[src/rtl/prod_accum_pkg.sv]
// Shared types and default sizing for the product accumulator.
package prod_accum_pkg;

    typedef enum logic [1:0] {
        IDLE  = 2'd0,
        ACCUM = 2'd1,
        HOLD  = 2'd2
    } state_e;

    localparam int PROD_W_DEF  = 8;
    localparam int ACC_W_DEF   = 12;
    localparam int N_TERMS_DEF = 4;

endpackage

[src/rtl/prod_accum_sat_add.sv]
// Combinational W-bit unsigned adder; wraps by default, saturates and flags
// overflow when PROD_ACCUM_SAT_EN is defined.
module sat_add #(
    parameter int W = 12
) (
    input  logic [W-1:0] a_i,
    input  logic [W-1:0] b_i,
    output logic [W-1:0] sum_o,
    output logic         ovf_o
);

`ifdef PROD_ACCUM_SAT_EN
    logic [W:0] full;

    assign full  = {1'b0, a_i} + {1'b0, b_i};
    assign sum_o = full[W] ? {W{1'b1}} : full[W-1:0];
    assign ovf_o = full[W];
`else
    assign sum_o = a_i + b_i;
    assign ovf_o = 1'b0;
`endif

endmodule

[src/rtl/prod_accum.sv]
// Sums groups of N_TERMS products and offers each sum on a valid/ready port.
// Optional saturating add and overflow flag: define PROD_ACCUM_SAT_EN.
//
//   state | meaning
//   IDLE  | waiting for the first product of a group; acc_out keeps last sum
//   ACCUM | group in progress, term_cnt products taken so far
//   HOLD  | finished sum presented on acc_out, input stalled
module prod_accum
    import prod_accum_pkg::*;
#(
    parameter int PROD_W  = PROD_W_DEF,
    parameter int ACC_W   = ACC_W_DEF,
    parameter int N_TERMS = N_TERMS_DEF
) (
    input  logic                           clk,
    input  logic                           rst_a,
    input  logic                           clr,
    input  logic [PROD_W-1:0]              prod_in,
    input  logic                           prod_valid,
    output logic                           prod_ready,
    output logic [ACC_W-1:0]               acc_out,
    output logic                           acc_valid,
    input  logic                           acc_ready,
    output logic [$clog2(N_TERMS+1)-1:0]   term_cnt,
    output logic                           acc_ovf
);

    localparam int CNT_W = $clog2(N_TERMS + 1);
    localparam logic [CNT_W-1:0] N_LAST = CNT_W'(N_TERMS);

    state_e             state_q, state_d;
    logic [ACC_W-1:0]   acc_q, acc_d;
    logic [CNT_W-1:0]   cnt_q, cnt_d;
    logic               ovf_q, ovf_d;

    logic               xfer_in;
    logic [ACC_W-1:0]   add_a, add_sum;
    logic               add_ovf;
    logic [CNT_W-1:0]   cnt_inc;

    assign prod_ready = (state_q != HOLD);
    assign acc_valid  = (state_q == HOLD);
    assign xfer_in    = prod_valid & prod_ready;
    assign cnt_inc    = cnt_q + CNT_W'(1);

    // First product of a group adds to zero, so one adder covers both cases.
    assign add_a = (state_q == ACCUM) ? acc_q : '0;

    sat_add #(
        .W (ACC_W)
    ) u_add (
        .a_i   (add_a),
        .b_i   (ACC_W'(prod_in)),
        .sum_o (add_sum),
        .ovf_o (add_ovf)
    );

    always_comb begin
        state_d = state_q;
        acc_d   = acc_q;
        cnt_d   = cnt_q;
        ovf_d   = ovf_q;
        if (clr) begin
            state_d = IDLE;
            acc_d   = '0;
            cnt_d   = '0;
            ovf_d   = 1'b0;
        end else begin
            case (state_q)
                IDLE: begin
                    if (xfer_in) begin
                        acc_d   = add_sum;
                        cnt_d   = CNT_W'(1);
                        ovf_d   = add_ovf;
                        state_d = (N_TERMS == 1) ? HOLD : ACCUM;
                    end
                end
                ACCUM: begin
                    if (xfer_in) begin
                        acc_d = add_sum;
                        cnt_d = cnt_inc;
                        ovf_d = ovf_q | add_ovf;
                        if (cnt_inc == N_LAST) begin
                            state_d = HOLD;
                        end
                    end
                end
                HOLD: begin
                    // prod_ready is low here, so the next group starts a cycle later.
                    if (acc_ready) begin
                        state_d = IDLE;
                        cnt_d   = '0;
                        ovf_d   = 1'b0;
                    end
                end
                default: begin
                    state_d = IDLE;
                end
            endcase
        end
    end

    always_ff @(posedge clk or negedge rst_a) begin
        if (!rst_a) begin
            state_q <= IDLE;
            acc_q   <= '0;
            cnt_q   <= '0;
            ovf_q   <= 1'b0;
        end else begin
            state_q <= state_d;
            acc_q   <= acc_d;
            cnt_q   <= cnt_d;
            ovf_q   <= ovf_d;
        end
    end

    assign acc_out  = acc_q;
    assign term_cnt = cnt_q;
    assign acc_ovf  = ovf_q;

endmodule

[config.mk]
export PLATFORM = sky130hd
export DESIGN_NAME = prod_accum
export DESIGN_NICKNAME = d
export VERILOG_FILES = /design/src/rtl/prod_accum_pkg.sv /design/src/rtl/prod_accum_sat_add.sv /design/src/rtl/prod_accum.sv
export SDC_FILE = /design/constraint.sdc
export NUM_CORES = 1
export LEC_CHECK = 0
export BUFFER_PORTS_ARGS = -buffer_cell sky130_fd_sc_hd__buf_2
export CAP_MARGIN = 0
export CORE_MARGIN = 4
export CORE_UTILIZATION = 42
export DETAILED_ROUTE_END_ITERATION = 7
export PLACE_DENSITY_LB_ADDON = 0.25
export REMOVE_ABC_BUFFERS = 1
export SYNTH_ARGS = -nofsm -noshare
export SYNTH_HDL_FRONTEND = slang
export SYNTH_HIERARCHICAL = 1
export SYNTH_SLANG_ARGS = --single-unit
[constraint.sdc]
create_clock -name clk -period 3.6 [get_ports clk]
set_input_delay 0.54 -clock clk [delete_from_list [all_inputs] [get_ports clk]]
set_output_delay 0.54 -clock clk [all_outputs]
set_load 0.03 [all_outputs]
* After elaboration in Yosys (flattened, before gate mapping)
Cells that the tools add are included.
Cells by class: add/sub/neg operators 2, equality and inequality tests 8, multiplexer cells 19, bitwise operators 1, reduce and logical (&&, ||, !) cells 10
Operators with widths (count):
- $mux 12 | 4
- $add 12x8->12 | 1
- $mux 3 | 4
- $mux 2 | 5
- $pmux 3 s3 | 1
- $reduce_and 4->1 | 2
- $ne 3x2->1 const B | 2
- $ne 3x3->1 const B | 2
- $pmux 2 s3 | 1
- $reduce_bool 2->1 | 2
- $reduce_bool 4->1 | 1
- $add 3x1->3 const B | 1
- $eq 3x3->1 const B | 1
- $mux 1 | 3
- $reduce_and 3->1 | 1
- $reduce_bool 3->1 | 1
- $eq 2x1->1 const B | 1
- $eq 2x2->1 const B | 1
- $logic_not 2->1 | 1
- $ne 2x2->1 const B | 1
- $pmux 1 s2 | 1
- $reduce_and 2->1 | 1
- $reduce_or 2->1 | 1
- $and 1x1->1 | 1
Word-level totals: register bits 18

* Logic depth before layout (Yosys ltp)
Gate-level depths: netlist (run 1).
word-level depth 6, depth in mapped cells 12, gate-level depth less buffers 11

* Modules after synthesis
Netlist (run 1), hierarchy kept.
Modules (own cells, without submodules):
- prod_accum | instances 1, cells each 93, area an instance 1002.2 sq um
- sat_add | instances 1, cells each 61, area an instance 514.2 sq um

* Least setup slack after synthesis (run 1)
No wires, ideal clock.
path kind register to register, from register state_q[1], to register acc_q[8], in the netlist acc_out[8], setup time 121 ps, data arrival time 2792 ps, path slack 688 ps, cell stages (with the launch flop) 13, path buffers 1, path through dfrtp_1 inv_1 ha_1 buf_6 and2_2 ha_1 fa_1 a211oi_1 nor2_1 o21a_1 o41a_1 xor2_1 a22o_1
On the way: longest elaborated chain between the ends 6, elaborated cells on any way between the ends 13, classes of those cells add/sub (1); eq/ne (2); mux (4); bitwise (1); reduce/logical (5)
Ends and longest elaborated chain:
- start, declared | RTL line prod_accum.sv:31 | state_e state_q, state_d;
- start signal, assigned | RTL line prod_accum.sv:110 | state_q <= state_d;
- $eq 2x1->1 | RTL line prod_accum.sv:47 | assign add_a = (state_q == ACCUM) ? acc_q : '0;
- $mux 12 | RTL line prod_accum.sv:47
- named net add_a[0] | RTL line prod_accum.sv:37 | logic [ACC_W-1:0] add_a, add_sum;
- $add 12x8->12 | RTL line prod_accum_sat_add.sv:19 | assign sum_o = a_i + b_i;
- named net add_sum[8] | RTL line prod_accum.sv:37
- $mux 12 | RTL line prod_accum.sv:71, prod_accum.sv:79
- $mux 12
- $mux 12 | RTL line prod_accum.sv:63 | if (clr) begin
- end signal, assigned | RTL line prod_accum.sv:106 | acc_q <= '0;
- end signal, assigned | RTL line prod_accum.sv:111 | acc_q <= acc_d;
- end, declared | RTL line prod_accum.sv:32 | logic [ACC_W-1:0] acc_q, acc_d;
The timed path passes the listed nets, and every way through them passes these cells. The select of a mux whose other input is x is not followed. A chain may end at the register's enable or synchronous reset.

* Worst setup path after layout (run 1)
Ends and elaborated chain as after synthesis.

==> results of run 1 <==
kinds of logic (layout without fill, tap and decap cells):
kind of cell,Yosys count,count (layout),synth area share
simple gates,42,42,0.173
fa+ha+maj,19,19,0.162
xor+xnor,11,11,0.0635
compound gates,48,48,0.239
mux,4,4,0.0272
other cells,2,5,0.00495
flops,18,18,0.297
buf+inv,10,40,0.0330
per-stage QoR:
stage,hold slack [ps],utilization,std cells,instance area (um2)
finish,164,0.513,233,1750
global route,181,0.513,233,1750
CTS,180,0.513,233,1750
detailed placement,507,0.502,229,1720
global placement,503,0.502,229,1720
floorplan,244,-,151,1490
registers in the layout, indices dropped and copies added, names as in the netlist:
| name | cells |
|---|---|
| acc_out | 12 |
| term_cnt | 3 |
| acc_ovf | 1 |
| state_q | 2 |
worst max-delay path: cells and delay by family, from the launching register on:
| family | cells | cell delay (ps) |
|---|---|---|
| AOI/OAI and AO/OA | 4 | 1040 |
| adders and majority gates | 3 | 910 |
| DFF | 1 | 430 |
| and+or+nand+nor | 2 | 330 |
| xor gates and xnor gates | 1 | 150 |
| buffers and inverters | 1 | 120 |
Yosys cell counts, drive strengths merged, types with 2 or more instances:
cell    number
a211oi       2
a21boi       2
a21o         3
a21oi       12
a22o        12
a31oi        2
and2        15
and3         2
buf          3
clkbuf       3
conb         2
dfrtp       18
ha          18
inv          4
mux2i        3
nand2        2
nand3b       2
nor2        10
nor3         4
nor3b        2
o21a         3
o21ai        7
xnor2        6
xor2         5
layer usage:
metal	part of all wire	up-vias	track usage
met5	0	-	0
met4	0	0	0.0223
met3	0.037	0	0.0328
met2	0.49	14	0.266
met1	0.48	566	0.202
li1	-	624	-
power breakdown:
group	internal, uW	total [uW]	switching, uW
Sequential	217	229	12.0
Combinational	74.5	186	112
Clock	61.5	126	65.0
worst min path at each step:
stage                     start     endpoint  slack (ps)  depth (start not counted)
floorplan                 rst_a   acc_out[0]         240                          0
global placement    acc_out[11]  acc_out[11]         500                          1
detailed placement  acc_out[10]  acc_out[10]         510                          1
CTS                       rst_a   acc_out[3]         180                          1
global route              rst_a   acc_out[4]         180                          1
finish                    rst_a   acc_out[4]         160                          1
layout make-up:
cell class                 count  share of cell area
multi-input combinational    129               0.586
timing repair buffer          32              0.0943
clock buffer                   4              0.0207
inverter                       4             0.00857
sequential                    18               0.257
tap                           46              0.0329
cells in the final DEF (no fill, tap or decap), drive strengths merged:
master	count
a2111oi	1
a211oi	2
a21boi	2
a21o	3
a21oi	12
a22o	12
a311oi	1
a31oi	2
a41oi	1
and2	15
and2b	1
and3	2
buf	32
clkbuf	4
conb	5
dfrtp	18
fa	1
ha	18
inv	4
mux2	1
mux2i	3
nand2	2
nand2b	1
nand3	1
nand3b	2
nand4	1
nor2	10
nor3	4
nor3b	2
o211ai	1
o21a	3
o21ai	7
o41a	1
or4b	1
xnor2	6
xor2	5
==> metrics.cfg, run 1 <==
[outcome]
outcome = finished clean

[critical_path]
cpMostUsedCell = ha_1
startpoint_type = register
arrival_ps = 3270
path_cells = inv_1, ha_1, and2_2, ha_1, fa_1, a211oi_1, nor2_1, o21a_1, o41a_1, xor2_1, a22o_1
crit_required_ps = 3800
reg2reg_to = acc_out[8]
slowest_stage = dfrtp_1
crit_end = acc_out[8]
r2r_cells = 11
rr_startpoint = state_q[1]
cp-end-kind = register
path_class = register to register
crit_start = state_q[1]
max_stage_delay_ps = 430
path_max_fanout = 8
rrSetupSlack_ps = 530

[power]
power_uw = 542
p_leak_uw = 0.000882
vdd_drop_max_uv = 126
power.density_mw_per_mm2 = 309

[clocking]
cts_made_buffers = 3
holdBufCountCts = 0
htree_levels = 1
clock_sinks = 18
cts_tree = yes
cts_setup_buffers = 0
path_clk_slew_ps = 120
root_buffer = clkbuf_4
cts.repair.resized = 0
worstSkewPairLatency_ps = 290
cts_buffer_depth = 2

[timing]
fin_ws_ps = 530
timing.fmax_mhz = 326
finalHoldViolCount = 0
fin_crit_ps = 3070
setup-tns-final_ps = 0
maxSlewViolCount = 0
slew_headroom = 0.302
setup_viol = 0
skew_ps = 14.6
period_share = 0.853
worst_slew_pin_slew_ps = 1050
rsz0062_at_grt = no

[floorplan]
core_mm2 = 0.00342
io_pins = 31
dieArea_mm2 = 0.00464
rows = 21
die_width_um = 68.1
die_y_um = 68.1
start_util = 0.444

[global_route]
grt_start_max_net_pins = 19
grtUsageTotal = 0.155
grt_overflow_total = 0
grt_pass1_wl_mm = 5.56
first_global_vias = 1198
antenna_found_initial = 0

[synthesis]
synth_top_area_frac = 0.297
synth_cell_type_count = 43
synth-seq-cells = 18
ys_warn_count = 6
synthFlopType = dfrtp_1
syn_inst = 154
synthesis.area_mm2 = 0.00152
synth_area_leader_cell = dfrtp_1
ys_seq_area_frac = 0.297
yosys-top-cells-area = dfrtp_1, ha_1, a22o_1
synthArstFlopShare = 1.00
syn_area_per_cell_um2 = 9.85
synth-edff-count = 0

[routing]
wirelength_mm = 3.18
postRouteAntennaNets = 0
vias = 1204
remaining_drc_errors = 0
firstDrtPassIters = 4
avgRoutedWirePerCell_um = 13.6
drtIter0Drc = 17
drt-vias-per-instance = 5.17

[place]
place_hpwl_mm = 2.52
port_buffers = 30
preCtsSetupSlack_ps = 516
place_congestion = 0.787

[cells_and_area]
nNetsFinal = 220
n_antenna_cell = 0
seqCellArea_um2 = 450
area_delta_synth_final_pct = 15.5
drive_gt1_frac = 0.241
multiInputGateArea_mm2 = 0.00103
nFillCells = 334

[job]
drv_cap = 0

[min_path]
hold_path.class = primary input to asynchronous set/reset pin

No activity file was read; power rests on OpenSTA's default activity.
==> run 2: changes to the inputs <==
--- a/config.mk
+++ b/config.mk
@@ -7,6 +7,7 @@
 export LEC_CHECK = 0
 export BUFFER_PORTS_ARGS = -buffer_cell sky130_fd_sc_hd__buf_2
 export CAP_MARGIN = 0
+export CORE_ASPECT_RATIO = 0.9
 export CORE_MARGIN = 4
 export CORE_UTILIZATION = 42
 export DETAILED_ROUTE_END_ITERATION = 7
==> run 2 against run 1 <==
Against the previous run: first-iteration DRC count grew 76%; critical path depth is the same; highest routed layer is now met4; worst setup slack lost 79 ps; design area grew 0.93%; clock power grew 34%; via count grew 4.2%; clock skew shrank 13 ps.
==> metrics.cfg, run 2 (same netlist as run 1, synthesis figures left out) <==
[outcome]
outcome = finished clean

[floorplan]
io_pins = 31
start_util = 0.442
die_width_um = 71.3
rows = 20
core_mm2 = 0.00343
dieArea_mm2 = 0.00464
die_y_um = 65.0

[timing]
skew_ps = 1.80
worst_slew_pin_slew_ps = 1060
setup-tns-final_ps = 0
fin_crit_ps = 3150
setup_viol = 0
period_share = 0.875
rsz0062_at_grt = no
slew_headroom = 0.292
maxSlewViolCount = 0
timing.fmax_mhz = 318
fin_ws_ps = 451
finalHoldViolCount = 0

[place]
preCtsSetupSlack_ps = 496
place_congestion = 0.837
dp.cells = 227
place_area_mm2 = 0.00171
port_buffers = 30
place_hpwl_mm = 2.63

[cells_and_area]
drive_gt1_frac = 0.241
final_area_mm2 = 0.00177
final_common_cell = buf_2
nNetsFinal = 220
final_cell_mix = buf_2, ha_1, dfrtp_1, and2_1, a22o_1
largest_reg_flops = 12
nFillCells = 313
seqCellArea_um2 = 450
area_delta_synth_final_pct = 16.6
multiInputGateArea_mm2 = 0.00103
n_antenna_cell = 0
finalNonFillerCells = 231

[clocking]
cts_tree = yes
cts_setup_buffers = 0
worstSkewPairLatency_ps = 250
holdBufCountCts = 0
cts_made_buffers = 3
clock_sinks = 18
root_buffer = clkbuf_8
htree_levels = 1
path_clk_slew_ps = 70
cts.repair.resized = 0
cts_buffer_depth = 2

[routing]
firstDrtPassIters = 5
drtIter0Drc = 30
drt-vias-per-instance = 5.43
wirelength_mm = 3.33
postRouteAntennaNets = 0
avgRoutedWirePerCell_um = 14.4
vias = 1254
remaining_drc_errors = 0

[critical_path]
reg2reg_to = acc_out[8]
crit_required_ps = 3750
arrival_ps = 3290
path_class = register to register
rr_startpoint = state_q[1]
cp-end-kind = register
path_max_fanout = 8
crit_start = state_q[1]
r2r_cells = 11
rrSetupSlack_ps = 450
startpoint_type = register

[global_route]
antenna_found_initial = 0
grt_start_max_net_pins = 19
first_global_vias = 1339
grt_pass1_wl_mm = 5.89
grtUsageTotal = 0.157
grt_overflow_total = 0

[power]
power.density_mw_per_mm2 = 332
pwr-share-comb = 0.321
vdd_drop_max_uv = 145
clkPwrFrac = 0.288
p_leak_uw = 0.000890
switchingPower_uw = 198
p_int_uw = 389
sw_frac_of_total = 0.338
seq_power_share = 0.391

[job]
drv_cap = 0

[min_path]
hold_path.class = primary input to asynchronous set/reset pin

-- run 2: cell counts in the layout (fill, tap and decap cells not counted) --
Identical to the previous run, type by type.
-- run 2: how the worst max path moves through the flow --
| stage | endpoint | slack [ps] | cells after the start |
|---|---|---|---|
| 2_1_floorplan | acc_out[8] | 580 | 11 |
| 3_5_place_dp | acc_out[8] | 500 | 11 |
| 6_report | acc_out[8] | 450 | 11 |
| 4_1_cts | acc_out[8] | 480 | 11 |
| 3_3_place_gp | acc_out[8] | 620 | 11 |
| 5_1_grt | acc_out[8] | 270 | 11 |
-- run 2: power groups by stage --
stage	Clock (uW)	Sequential [uW]	Combinational, uW
global placement	0	232	184
floorplan	0	258	109
global route	188	232	208
finish	169	230	188
CTS	174	230	190
detailed placement	0	233	190
-- run 2: per-stage QoR --
stage | hold WS (ps) | power [uW] | utilization
2_1_floorplan | 244 | 367 | -
3_3_place_gp | 506 | 416 | 0.500
3_5_place_dp | 512 | 423 | 0.500
4_1_cts | 232 | 593 | 0.516
5_1_grt | 248 | 627 | 0.516
6_report | 213 | 587 | 0.516
-- run 2: area by class of cell --
type	instances	area share
Clock buffer	4	0.0311
Inverter	4	0.00849
Multi-Input combinational cell	129	0.581
Sequential cell	18	0.255
Tap cell	44	0.0311
Timing Repair Buffer	32	0.0934
-- run 2: metal layers --
layer / vias up / global-route usage / share of wire
li1: 623 / - / -
met1: 610 / 0.197 / 0.49
met2: 19 / 0.274 / 0.48
met3: 2 / 0.0341 / 0.033
met4: 0 / 0.0329 / 0.0033
met5: - / 0 / 0
-- run 2: critical path, stage by stage (launching register included) --
cell	delay [ps]
dfrtp_1	420
inv_1	120
ha_1	290
and2_2	230
ha_1	220
fa_1	420
a211oi_1	370
nor2_1	120
o21a_1	200
o41a_1	320
xor2_1	140
a22o_1	190
==> run 3: changes to the inputs <==
--- a/config.mk
+++ b/config.mk
@@ -9,7 +9,7 @@
 export CAP_MARGIN = 0
 export CORE_ASPECT_RATIO = 0.9
 export CORE_MARGIN = 4
-export CORE_UTILIZATION = 42
+export CORE_UTILIZATION = 40
 export DETAILED_ROUTE_END_ITERATION = 7
 export PLACE_DENSITY_LB_ADDON = 0.25
 export REMOVE_ABC_BUFFERS = 1
==> constraint.sdc (replaced) <==
create_clock -name clk -period 3.52 [get_ports clk]
set_input_delay 0.528 -clock clk [delete_from_list [all_inputs] [get_ports clk]]
set_output_delay 0.528 -clock clk [all_outputs]
set_load 0.03 [all_outputs]
==> run 3 against run 2 <==
Against the previous run: combinational power rose by 3%; clock power fell by 13%; sequential share of layout area rose by 0.091 points; design area fell by 0.35%; global-route usage barely moved; worst setup slack improved by 23 ps; power fell by 2.0%; non-clock buffer count rose by 1; die area rose by 4.4%.
==> metrics.cfg, run 3 (same netlist as run 1, synthesis figures left out) <==
[clocking]
path_clk_slew_ps = 70
worstSkewPairLatency_ps = 260
htree_levels = 1
holdBufCountCts = 0
cts_tree = yes
cts.repair.resized = 0
cts_buffer_depth = 2
cts_made_buffers = 3
clock_sinks = 18
cts_setup_buffers = 0
root_buffer = clkbuf_8

[timing]
timing.fmax_mhz = 328
period_share = 0.865
skew_ps = 8.58
fin_ws_ps = 474
setup-tns-final_ps = 0
fin_crit_ps = 3050
maxSlewViolCount = 0
finalHoldViolCount = 0
rsz0062_at_grt = no
setup_viol = 0

[routing]
drt-vias-per-instance = 5.52
wirelength_mm = 3.39
remaining_drc_errors = 0
avgRoutedWirePerCell_um = 14.7
postRouteAntennaNets = 0
drtIter0Drc = 52
vias = 1274
firstDrtPassIters = 4

[cells_and_area]
final_common_cell = buf_2
n_antenna_cell = 0
final_area_mm2 = 0.00176
drive_gt1_frac = 0.241
nNetsFinal = 221
area_delta_synth_final_pct = 16.2
largest_reg_flops = 12
final_cell_mix = buf_2, ha_1, dfrtp_1, and2_1, a22o_1

[min_path]
hold_path.class = primary input to asynchronous set/reset pin

[critical_path]
r2r_cells = 11
path_max_fanout = 6
cp-end-kind = register
path_class = register to register
rrSetupSlack_ps = 470
startpoint_type = register
arrival_ps = 3200
rr_startpoint = state_q[1]
reg2reg_to = acc_out[8]
crit_required_ps = 3670

[power]
p_leak_uw = 0.000888
vdd_drop_max_uv = 202
power.density_mw_per_mm2 = 327

[job]
drv_cap = 0

[floorplan]
rows = 20
die_width_um = 72.9
core_mm2 = 0.00350
io_pins = 31
die_y_um = 66.4
start_util = 0.433
dieArea_mm2 = 0.00484

[global_route]
grtUsageTotal = 0.156
first_global_vias = 1316
antenna_found_initial = 0
grt_start_max_net_pins = 19
grt_pass1_wl_mm = 6.01
grt_overflow_total = 0

[place]
preCtsSetupSlack_ps = 487
place_area_mm2 = 0.00172
place_congestion = 0.816
port_buffers = 30
place_hpwl_mm = 2.63

[outcome]
outcome = finished clean

## run 3: per-stage QoR
step / hold WS [ps] / power (uW) / cells / util
after global placement: 496 / 428 / 228 / 0.491
after global routing: 248 / 610 / 231 / 0.503
after floorplan: 232 / 375 / 151 / -
after detailed placement: 504 / 433 / 228 / 0.491
after CTS: 222 / 583 / 231 / 0.503
final: 197 / 575 / 231 / 0.503
## run 3: final cells by class
| class | count | area [um2] |
|---|---|---|
| inverters | 4 | 15.0 |
| multi-input cells | 129 | 1030 |
| well taps | 44 | 55.1 |
| repair buffers | 33 | 173 |
| clock buffers | 3 | 41.3 |
| flip-flops and latches | 18 | 450 |
| fillers | 361 | 1740 |
## run 3: worst max-delay path by stage
stage | slack, ps | to | start | cells past startpoint
after floorplan | 500 | acc_out[8] | state_q[1] | 11
after detailed placement | 490 | acc_out[8] | state_q[1] | 11
final | 470 | acc_out[8] | state_q[1] | 11
after global placement | 600 | acc_out[8] | state_q[1] | 11
after global routing | 300 | acc_out[8] | state_q[1] | 11
after CTS | 470 | acc_out[8] | state_q[1] | 11
## run 3: worst max-delay path: stages (launching register included)
cell and delay (ps):
dfrtp_1 410, inv_1 120, ha_1 250, and2_2 210, ha_1 230, fa_1 440
a211oi_1 330, nor2_1 110, o21a_1 190, o41a_1 320, xor2_1 150, a22o_1 200
## run 3: report_power, final
part	total [uW]	internal, uW	switching (uW)
Sequential	235	222	12.6
Combinational	193	76.8	117
Clock	147	76.1	71.1
## run 3: routing by layer
layer  track usage  share of wire  vias up
met4        0.0138         0.0021        0
met5             0              0        -
met3        0.0410          0.041        2
met2         0.273           0.50       20
li1              -              -      620
met1         0.200           0.46      632
